$ cat config.mk
export PLATFORM = sky130hd
export DESIGN_NAME = tick_pulse_sequencer
export DESIGN_NICKNAME = d
export VERILOG_FILES = /design/src/rtl/tick_seq_pkg.sv /design/src/rtl/trig_sync.sv /design/src/rtl/tick_pulse_sequencer.sv
export SDC_FILE = /design/constraint.sdc
export NUM_CORES = 1
export LEC_CHECK = 0
export CORE_MARGIN = 1.5
export CORE_UTILIZATION = 52
export CTS_BUF_LIST = sky130_fd_sc_hd__clkbuf_8
export CTS_CLUSTER_SIZE = 40
export DETAILED_ROUTE_END_ITERATION = 10
export PLACE_DENSITY = 0.79
export SETUP_SLACK_MARGIN = 0.15
export SYNTH_ARGS = -nofsm -noshare
export SYNTH_HDL_FRONTEND = slang
export SYNTH_SLANG_ARGS = --single-unit
$ cat constraint.sdc
create_clock -name Clk -period 3.1 [get_ports Clk]
set_clock_uncertainty 0.2 [all_clocks]
set_input_delay 0.93 -clock Clk [delete_from_list [all_inputs] [get_ports Clk]]
set_output_delay 0.93 -clock Clk [all_outputs]
set_load 0.02 [all_outputs]
$ cat src/rtl/tick_seq_pkg.sv
// Shared types and constants for the tick-driven burst pulse sequencer.
package tick_seq_pkg;

  localparam int DEF_CNT_W  = 16;
  localparam int DEF_DATA_W = 16;
  localparam int CNT_ONE    = 1;

  typedef enum logic [1:0] {
    IDLE,
    ARMED,
    HIGH,
    LOW
  } state_t;

endpackage

$ cat src/rtl/trig_sync.sv
// Brings the asynchronous external trigger into the clock domain and emits a
// registered one-cycle pulse on each rising edge.
module trig_sync (
  input  logic Clk,
  input  logic Reset,
  input  logic ext_trig,
  output logic rise
);

  logic sync1, sync2, sync3;

  always_ff @(posedge Clk or negedge Reset) begin
    if (!Reset) begin
      sync1 <= 1'b0;
      sync2 <= 1'b0;
      sync3 <= 1'b0;
      rise  <= 1'b0;
    end else begin
      sync1 <= ext_trig;
      sync2 <= sync1;
      sync3 <= sync2;
      rise  <= sync2 & ~sync3;
    end
  end

endmodule

$ cat src/rtl/tick_pulse_sequencer.sv
// Turns divider ticks into programmable high/low pulse bursts on a signed DAC
// level, with software or external triggering and a done strobe per burst.
module tick_pulse_sequencer
  import tick_seq_pkg::*;
#(
  parameter int CNT_W  = DEF_CNT_W,
  parameter int DATA_W = DEF_DATA_W
) (
  input  logic                     Clk,
  input  logic                     Reset,
  input  logic                     tick,
  input  logic                     arm,
  input  logic                     sw_trig,
  input  logic                     ext_trig,
  input  logic [CNT_W-1:0]         high_ticks,
  input  logic [CNT_W-1:0]         low_ticks,
  input  logic [CNT_W-1:0]         pulse_count,
  input  logic signed [DATA_W-1:0] level_hi,
  input  logic signed [DATA_W-1:0] level_lo,
  output logic signed [DATA_W-1:0] out_level,
  output logic                     pulse_out,
  output logic                     busy,
  output logic                     done
);

  localparam logic [CNT_W-1:0] ONE     = CNT_W'(CNT_ONE);
  localparam logic [CNT_W-1:0] CNT_MAX = '1;

  state_t                   state;
  logic [CNT_W-1:0]         phase_cnt, pulse_cnt, pulse_next;
  logic [CNT_W-1:0]         hi_len, lo_len, cnt_lat, hi_eff, lo_eff;
  logic signed [DATA_W-1:0] hi_lat, lo_lat;
  logic                     ext_rise, trig, phase_end;

  trig_sync u_trig_sync (
    .Clk      (Clk),
    .Reset    (Reset),
    .ext_trig (ext_trig),
    .rise     (ext_rise)
  );

  assign trig       = sw_trig | ext_rise;
  assign hi_eff     = (high_ticks == '0) ? ONE : high_ticks;
  assign lo_eff     = (low_ticks == '0) ? ONE : low_ticks;
  assign phase_end  = tick && (phase_cnt == ONE);
  // Saturate so a very long finite burst can never wrap back to a match.
  assign pulse_next = (pulse_cnt == CNT_MAX) ? pulse_cnt : pulse_cnt + ONE;

  always_ff @(posedge Clk or negedge Reset) begin
    if (!Reset) begin
      state     <= IDLE;
      phase_cnt <= '0;
      pulse_cnt <= '0;
      hi_len    <= '0;
      lo_len    <= '0;
      cnt_lat   <= '0;
      hi_lat    <= '0;
      lo_lat    <= '0;
      out_level <= '0;
      pulse_out <= 1'b0;
      busy      <= 1'b0;
      done      <= 1'b0;
    end else begin
      done <= 1'b0;
      // Dropping arm wins over any trigger or phase end in the same cycle.
      if (!arm) begin
        state     <= IDLE;
        pulse_out <= 1'b0;
        busy      <= 1'b0;
        out_level <= level_lo;
      end else begin
        unique case (state)
          IDLE: begin
            state     <= ARMED;
            out_level <= level_lo;
          end
          ARMED: begin
            if (trig) begin
              hi_len    <= hi_eff;
              lo_len    <= lo_eff;
              phase_cnt <= hi_eff;
              pulse_cnt <= '0;
              cnt_lat   <= pulse_count;
              hi_lat    <= level_hi;
              lo_lat    <= level_lo;
              state     <= HIGH;
              pulse_out <= 1'b1;
              busy      <= 1'b1;
              out_level <= level_hi;
            end else begin
              out_level <= level_lo;
            end
          end
          HIGH: begin
            if (phase_end) begin
              phase_cnt <= lo_len;
              state     <= LOW;
              pulse_out <= 1'b0;
              out_level <= lo_lat;
            end else if (tick) begin
              phase_cnt <= phase_cnt - ONE;
            end
          end
          LOW: begin
            if (phase_end) begin
              pulse_cnt <= pulse_next;
              if (cnt_lat != '0 && pulse_next == cnt_lat) begin
                done      <= 1'b1;
                busy      <= 1'b0;
                state     <= ARMED;
                out_level <= level_lo;
              end else begin
                phase_cnt <= hi_len;
                state     <= HIGH;
                pulse_out <= 1'b1;
                out_level <= hi_lat;
              end
            end else if (tick) begin
              phase_cnt <= phase_cnt - ONE;
            end
          end
          default: state <= IDLE;
        endcase
      end
    end
  end

endmodule
Word-level counts from Yosys, hierarchy flattened
Index checks and enable logic that the tools add are counted.

Register bits after elaboration: 137. Bits in latches: 0. Memory bits (writable): 0. Memory bits (read-only): 0. Input port bits: 86. Output and inout bits: 19. Logic and storage cells: 90. Memories kept: 0.

$add $sub $neg: 2. Multiply operators: 0. Divide/modulo/power cells: 0. $lt $le $gt $ge: 0. Equality and inequality tests: 16. Shift-type cells: 0. Multiplexer cells: 38. Bitwise operators: 3. Reduce and logical (&&, ||, !) cells: 15.

Operators by type and width (number): $mux 16 (15); $pmux 16 s4 (1); $pmux 16 s3 (1); $logic_not 16->1 (2); $pmux 16 s2 (1); $ne 3x3->1 const B (6); $add 16x1->16 const B (1); $eq 16x1->1 const B (1); $eq 16x16->1 (1); $eq 16x16->1 const B (1); $reduce_bool 16->1 (1); $sub 16x1->16 const B (1); $mux 1 (12); $reduce_and 4->1 (3); $mux 2 (5); $pmux 2 s4 (1); $reduce_and 3->1 (2); $reduce_and 5->1 (1); $eq 2x2->1 const B (2); $ne 2x2->1 const B (2); $ne 4x1->1 const B (1); $ne 3x1->1 const B (1); $pmux 1 s3 (1); $reduce_bool 3->1 (1); other kinds (9) (10).

Longest topological paths before layout
Gate-level depths: netlist of the first run.

Word-level depth: 8. Mapped depth: 11. Mapped depth without buffers: 9.

Hierarchy
From an unflattened synthesis of the first run, not the netlist that was laid out.

Cells, all modules: 833. Area total of the unflattened synthesis: 8032.7 sq um.

By module, submodules not included: tick_pulse_sequencer (times used 1, cells each 828, area each 7918.8 sq um, sequential area each 3328.2 sq um); trig_sync (times used 1, cells each 5, area each 113.9 sq um, sequential area each 100.1 sq um).

Worst setup path after synthesis of the first run
OpenSTA, ideal clock, no wires.

Path type: reg-to-reg. Start point: register pulse_cnt[0]. End point: register out_level[1]. Setup time: 0.126 ns. Arrival: 3.030 ns. Required time: 2.774 ns. Slack: -0.256 ns. Stages on the path, launching flop included: 12. Path buffers: 2. Period minus slack after synthesis: 3.356 ns. Cell sequence: dfrtp_1 -> ha_1 -> nand4_4 -> or4_4 -> mux2_4 -> a22oi_4 -> nand3_2 -> or4_1 -> buf_6 -> buf_12 -> a21oi_2 -> o21ai_1.

Cells in the longest elaborated chain, start to end: 8. Elaborated cells on any way between the ends: 9. Classes of those cells: 1 x add/sub; 2 x eq/ne; 5 x mux; 1 x reduce/logical.

Ends and longest elaborated chain: from (decl) (RTL line tick_pulse_sequencer.sv:30) `logic [CNT_W-1:0] phase_cnt, pulse_cnt, pulse_next;`; from (signal assigned) (RTL line tick_pulse_sequencer.sv:106) `pulse_cnt <= pulse_next;`; $add 16x1->16 / $eq 16x16->1 (equally long branches) (RTL line tick_pulse_sequencer.sv:47) `assign pulse_next = (pulse_cnt == CNT_MAX) ? pulse_cnt : pulse_cnt + ONE;`; $mux 16 * (RTL line tick_pulse_sequencer.sv:47); $eq 16x16->1 * (RTL line tick_pulse_sequencer.sv:107) `if (cnt_lat != '0 && pulse_next == cnt_lat) begin`; $logic_and 1x1->1 * (RTL line tick_pulse_sequencer.sv:107); $mux 16 * (RTL line tick_pulse_sequencer.sv:107); $mux 16 * (RTL line tick_pulse_sequencer.sv:105) `if (phase_end) begin`; $pmux 16 s4 * (RTL line tick_pulse_sequencer.sv:72) `unique case (state)`; $mux 16 * (RTL line tick_pulse_sequencer.sv:66) `if (!arm) begin`; to (signal assigned) (RTL line tick_pulse_sequencer.sv:70) `out_level <= level_lo;`; to (signal assigned) (RTL line tick_pulse_sequencer.sv:75) `out_level <= level_lo;`; to (signal assigned) (RTL line tick_pulse_sequencer.sv:111) `out_level <= level_lo;`; to (decl) (RTL line tick_pulse_sequencer.sv:20) `output logic signed [DATA_W-1:0] out_level,`.

Mark *: on every way between the ends. The rest lies on a longest branch, timed or not. The select of a mux whose other input is x is not followed. A chain may end at the register's enable or synchronous reset.

Final worst setup path of the first run
Start point: register pulse_cnt[1]. End point: register out_level[0].

The elaborated chain is that of the path after synthesis.

==> impl_metrics.tcl, run 1 <==
set metrics [dict create \
    status "complete, but fails checks" \
    violations "setup timing" \
    overflow 0 \
    slew-limit-headroom 0.5623 \
    layout_min_cycle_time_ns 3.114 \
    crit_arrival_ns 3.24 \
    tightestPinTransition_ns 0.6543 \
    yosysMostFrequentCell "dfrtp_1" \
    place_hpwl_um 16500 \
    post-route-util 0.7134 \
    ys_ff_latch 137 \
    nets 1119 \
    cpMostUsedCell "or4_4" \
    crit_slowest_cell "or4_4" \
    rows 45 \
    hold-worst-slack_ns 0.1508 \
    post_layout_nonfiller_instances 1230 \
    synth_nets 929 \
    first_pass_iters 6 \
    drt_iter0_markers 684 \
    clock-sinks 137 \
    vias 7654 \
    htreeDepth 4 \
    antennaDiodeCount 0 \
    chipWidth_um 127.1 \
    die_area_um2 16160 \
    grt_max_degree 53 \
    ir_worst_vdd_v 0.0004092 \
    synth_area_um2 8013 \
    synthXorXnorAreaFrac 0.01968 \
    hold_path_class "reg -> reg" \
    synth-simple-area-share 0.1700 \
    final-max-slew-violation-count 0 \
    fmax_mhz 321.1 \
    cts-root-buf "clkbuf_8" \
    ys_warn_count 0 \
    cellLeakagePower_uw 0.004370 \
    critPathMaxStageDelay_ns 0.56 \
    crit_chain "ha_4 > nand4_4 > or4_4 > mux2_4 > a22oi_4 > nand3_2 > or4_4 > buf_12 > a21oi_2 > o21ai_1" \
    postSynthAreaPerCell_um2 9.539 \
    yosys.area.top_type_share 0.4279 \
    routed_wl_um 24090 \
    ys.flop_type "dfrtp_1" \
    synthMuxAreaShare 0.1444 \
    synth_cells 840 \
    coreArea_um2 15150 \
    crit_type "reg -> reg" \
    pin_count 105 \
    start_util 0.5290 \
    synth_top_area_cell "dfrtp_1" \
    finalHoldViolations 0 \
    min_period_over_period 1.005 \
    drc 0 \
    synth-edff-count 0 \
    clk_pin_slew_ns 0.08 \
    p_per_area_nw_per_um2 529.3 \
    finalSetupViolations 8 \
    synthTopCellsByCount "dfrtp_1, o21ai_0, mux2_2, nand2_1, a21oi_1" \
    start_kind "register" \
    critPathRequiredTime_ns 3.23 \
    routedWlPerCell_um 19.59 \
    rsz0062_at_grt "yes" \
    grt.total_usage 0.2998 \
    clk_latency_ns 0.45 \
    place_congestion 1.061 \
    ant_nets 0 \
    dieHeight_um 127.1 \
    io_buffers 104 \
    syn2layout_area_growth_pct 34.85 \
    cts_hold_buffers 0 \
    synth-compound-area-share 0.1968 \
    cts_buffers 17 \
    antenna_found_initial 0 \
    synth_top_family_by_area "compound AO/OA/AOI/OAI gates" \
    dp_slack_ns -0.08909 \
    cts_buffer_depth 2 \
    setup_ws_ns -0.01417 \
    grt_pass1_vias 7422 \
    yosysSeqAreaShare 0.4279 \
    synth_cell_types 73 \
    vias_per_cell 6.223 \
    synth_fa_ha_area_frac 0.004685 \
    crit_path_end_kind "register" \
    synthTopCellsByArea "dfrtp_1, mux2_2, o21ai_0, a21oi_1, nand2_1" \
    async_flop_share 1.000 \
    maxCapViolations 0 \
    grt_pass1_wl_um 38330 \
    cp_max_fo 18 \
    drive_above_1_share 0.3033 \
    cts_tree "done" \
    place_inst 1180 \
]
## layout make-up
cell class,count,area (um2)
timing repair buffer,226,2141
clock buffer,19,261.5
sequential,137,3438
clock inverter,12,126.4
multi-input combinational,636,4558
fill,1094,4340
tap,188,235.2
inverter,12,45.04
## flip-flops by register name (all words and copies together), names as in the netlist, 2 cells and up
register,count
pulse_cnt,16
lo_len,16
lo_lat,16
hi_len,16
hi_lat,16
out_level,16
cnt_lat,16
phase_cnt,16
state,2
## cell families (layout without fill, tap and decap cells)
family,count (synthesis),after routing
buffers and inverters,67,269
AO/OA/AOI/OAI,260,260
flip-flops,137,137
adder cells (fa/ha/maj),3,3
AND/OR/NAND/NOR,250,250
multiplexers,105,105
XOR/XNOR,18,18
## metal layers
layer | GRT usage | vias to the layer above | share of wire
met4 | 0.1203 | 0 | 0.027
met2 | 0.4591 | 387 | 0.46
li1 | - | 3504 | -
met3 | 0.06198 | 76 | 0.069
met1 | 0.4191 | 3687 | 0.44
met5 | 0 | - | 0
## power breakdown
part / internal (uW) / switching (uW)
Sequential: 2240 / 364
Clock: 748 / 711
Combinational: 881 / 777
Total: 3870 / 1850
## layout by cell type (no fill, tap or decap), types with 3 or more instances in the layout
master           Yosys  final
o21ai_2              0      5
nand4_1             15     15
a21boi_0            16     16
dfrtp_1            137    129
clkdlybuf4s50_1      0    103
or4_4                3      5
a31oi_1              4      4
xor2_1               8      8
mux2i_1             23     23
o21ai_1             12     18
dfrtp_2              0      8
o21a_1               5      5
clkbuf_8             0     19
o31ai_4              0      3
a21oi_1             60     53
nand2_1             65     63
nand3_1             15     13
a21oi_2              9     16
o21ai_0             89     78
buf_12               1      9
inv_1               11     12
buf_6                2     11
and2_1               4      3
or3_1                6      5
nor4_4               2      3
nor2_1              56     55
nor4_1              20     19
xnor2_1             10      9
mux2_2              81     81
o22ai_1             17     15
and3_1               7      6
o211ai_1            13     13
buf_4                0    100
nor3_1              25     23
o31ai_2              0      3
a22o_1               3      3
clkinvlp_4           0      4
or2_2                3      3
clkinv_2             0      3
## final timing paths
path | from | end | slack [ns] | cells past startpoint
setup / recovery | pulse_cnt[1] | out_level[0] | -0.01 | 10
hold / removal | u_trig_sync.sync1 | u_trig_sync.sync2 | 0.15 | 0
setup reg to reg | pulse_cnt[1] | out_level[0] | -0.01 | 10
hold reg to reg | u_trig_sync.sync1 | u_trig_sync.sync2 | 0.15 | 0
max in group asynchronous | Reset | pulse_cnt[12] | 1.81 | 2
min in group asynchronous | Reset | out_level[5] | 0.22 | 1
## per-stage QoR
stage / setup TNS, ns / total power, uW / area (um2)
after floorplan: -0.8095 / 3520 / 8040
after global placement: 0 / 4084 / 9932
after detailed placement: -0.9511 / 4151 / 9932
after CTS: 0 / 5632 / 10420
after global routing: -1.647 / 6042 / 10810
final: -0.04944 / 5720 / 10810
## timing repair
action / CTS / global route
setup buffers: 3 / 13
cloned: 1 / 2
endpoints found under the setup margin: 35 / 36
resized for setup: 17 / 49
pin swaps: 10 / 16
## critical path: cells and delay by family, from the launching register on
kind	cells	cell delay (ns)
fa+ha+maj	1	0.16
buf+inv	1	0.19
flops	1	0.39
compound gates	3	0.42
mux	1	0.33
simple gates	4	1.30
No activity file was read; power rests on OpenSTA's default activity.
==> run 2, diff against run 1 <==
--- a/config.mk
+++ b/config.mk
@@ -10,6 +10,7 @@
 export CTS_BUF_LIST = sky130_fd_sc_hd__clkbuf_8
 export CTS_CLUSTER_SIZE = 40
 export DETAILED_ROUTE_END_ITERATION = 10
+export GPL_ROUTABILITY_DRIVEN = 0
 export PLACE_DENSITY = 0.79
 export SETUP_SLACK_MARGIN = 0.15
 export SYNTH_ARGS = -nofsm -noshare
==> impl_metrics.tcl, run 2 (synthesized netlist as in run 1, its figures left out) <==
set metrics [dict create \
    layout_min_cycle_time_ns 3.123 \
    violations "setup timing" \
    syn2layout_area_growth_pct 30.73 \
    routed_wl_um 22770 \
    grt_max_degree 49 \
    hold_depth 0 \
    crit_path_end_kind "register" \
    critPathRequiredTime_ns 3.25 \
    fill_cells 1139 \
    crit_chain "nand3_1 > buf_4 > nor4_1 > nor3b_1 > a211oi_2 > nand4_1 > nor4b_4 > nor2_4 > a221o_1" \
    cts_buffers 17 \
    ff_latch_area_um2 3437 \
    routedWlPerCell_um 18.99 \
    placed_cell_area_um2 9827 \
    drt_iter0_markers 790 \
    r2r_start "pulse_cnt[13]" \
    min_period_over_period 1.007 \
    start_kind "register" \
    tightestPinTransition_ns 0.5985 \
    regToRegSetupSlack_ns -0.02 \
    vias_per_cell 6.314 \
    cp_max_fo 6 \
    drive_above_1_share 0.2690 \
    crit_arrival_ns 3.28 \
    p_int_uw 4156 \
    r2r_cells 9 \
    cts_buffer_depth 2 \
    antenna_found_initial 0 \
    grt.total_usage 0.2915 \
    rows 45 \
    hp-start "u_trig_sync.sync1" \
    pwr-share-comb 0.264 \
    highest_layer "met4" \
    chipWidth_um 127.1 \
    final_cell_mix "dfrtp_1, clkdlybuf4s50_1, mux2_2, buf_4, o21ai_0" \
    seqPwrFrac 0.436 \
    place_inst 1166 \
    switchingPower_uw 1816 \
    finalSetupViolations 2 \
    rsz0062_at_grt "yes" \
    cts_tree "done" \
    final-max-slew-violation-count 0 \
    p_total_uw 5972 \
    clk_pin_slew_ns 0.08 \
    pin_count 105 \
    grt_pass1_wl_um 37260 \
    met2_length_um 10230 \
    overflow 0 \
    finalHoldViolations 0 \
    grt_pass1_vias 7285 \
    die_area_um2 16160 \
    cellLeakagePower_uw 0.004207 \
    dieHeight_um 127.1 \
    dp_slack_ns -0.008927 \
    design_area_um2 10480 \
    maxCapViolations 0 \
    clk_latency_ns 0.47 \
    multi_input_area_um2 4449 \
    start_util 0.5290 \
    crit_slowest_cell "nor4_1" \
    p_clk_frac 0.300 \
    m1WireLength_um 10030 \
    route.met3.wl_um 1785 \
    cts-root-buf "clkbuf_8" \
    io_buffers 104 \
    p_per_area_nw_per_um2 570.2 \
    swShare 0.3041 \
    slew-limit-headroom 0.5973 \
    setup_ws_ns -0.02267 \
    post_layout_nonfiller_instances 1199 \
    crit_type "reg -> reg" \
    hold_end "u_trig_sync.sync2" \
    htreeDepth 4 \
    status "complete, but fails checks" \
    vias 7571 \
    place_hpwl_um 15950 \
    r2r_end "phase_cnt[2]" \
    hold_path_class "reg -> reg" \
    ir_worst_vdd_v 0.0004484 \
    ant_nets 0 \
    fmax_mhz 320.2 \
    nets 1088 \
    drc 0 \
    cts_hold_buffers 0 \
    critPathMaxStageDelay_ns 0.45 \
    final_common_cell "dfrtp_1" \
    antennaDiodeCount 0 \
    clock-sinks 137 \
    first_pass_iters 6 \
    coreArea_um2 15150 \
]
## run 2: worst max-delay path by stage
stage / to / depth (start not counted) / startpoint / slack (ns)
5_1_grt: phase_cnt[2] / 10 / pulse_cnt[5] / -0.06
3_3_place_gp: out_level[13] / 9 / pulse_cnt[11] / 0.03
4_1_cts: phase_cnt[2] / 9 / pulse_cnt[1] / 0.06
2_1_floorplan: out_level[1] / 11 / pulse_cnt[0] / -0.09
6_report: phase_cnt[2] / 9 / pulse_cnt[13] / -0.02
3_5_place_dp: pulse_out / 11 / pulse_cnt[1] / -0.009
## run 2: per-stage QoR
step                      hold slack, ns  setup TNS [ns]  utilization
after global routing              0.1557         -0.5687       0.6916
final                             0.1514        -0.02364       0.6916
after floorplan                   0.1312         -0.8095            -
after detailed placement          0.1347        -0.03373       0.6488
after global placement            0.1338               0       0.6488
after CTS                         0.1521               0       0.6838
## run 2: cell type report
cell class	instances	share of cell area
clock buffers	19	0.02496
repair buffers	195	0.1742
well taps	188	0.02246
flip-flops and latches	137	0.3281
inverters	12	0.004300
clock inverters	12	0.02126
multi-input cells	636	0.4248
## run 2: layer usage
layer | up-vias | track usage
li1 | 3442 | -
met1 | 3630 | 0.3978
met2 | 425 | 0.4495
met3 | 74 | 0.06114
met4 | 0 | 0.1317
met5 | - | 0
## run 2: power by group through the flow
stage	clock network [uW]	logic, uW	registers, uW
6_report	1790	1580	2600
5_1_grt	1890	1720	2660
4_1_cts	1810	1550	2590
3_5_place_dp	0	1520	2620
3_3_place_gp	0	1480	2590
2_1_floorplan	0	982	2540
## run 2: timing repair
item	CTS	global route
pin swaps	7	6
resized for setup	13	24
gates cloned	0	0
endpoints found under the setup margin	34	37
setup buffers	0	2
## run 2: critical path: cells and delay by family, from the launching register on
kind | cells | cell delay [ns]
buffers and inverters | 1 | 0.20
AND/OR/NAND/NOR | 6 | 1.58
flip-flops | 1 | 0.44
AO/OA/AOI/OAI | 2 | 0.58
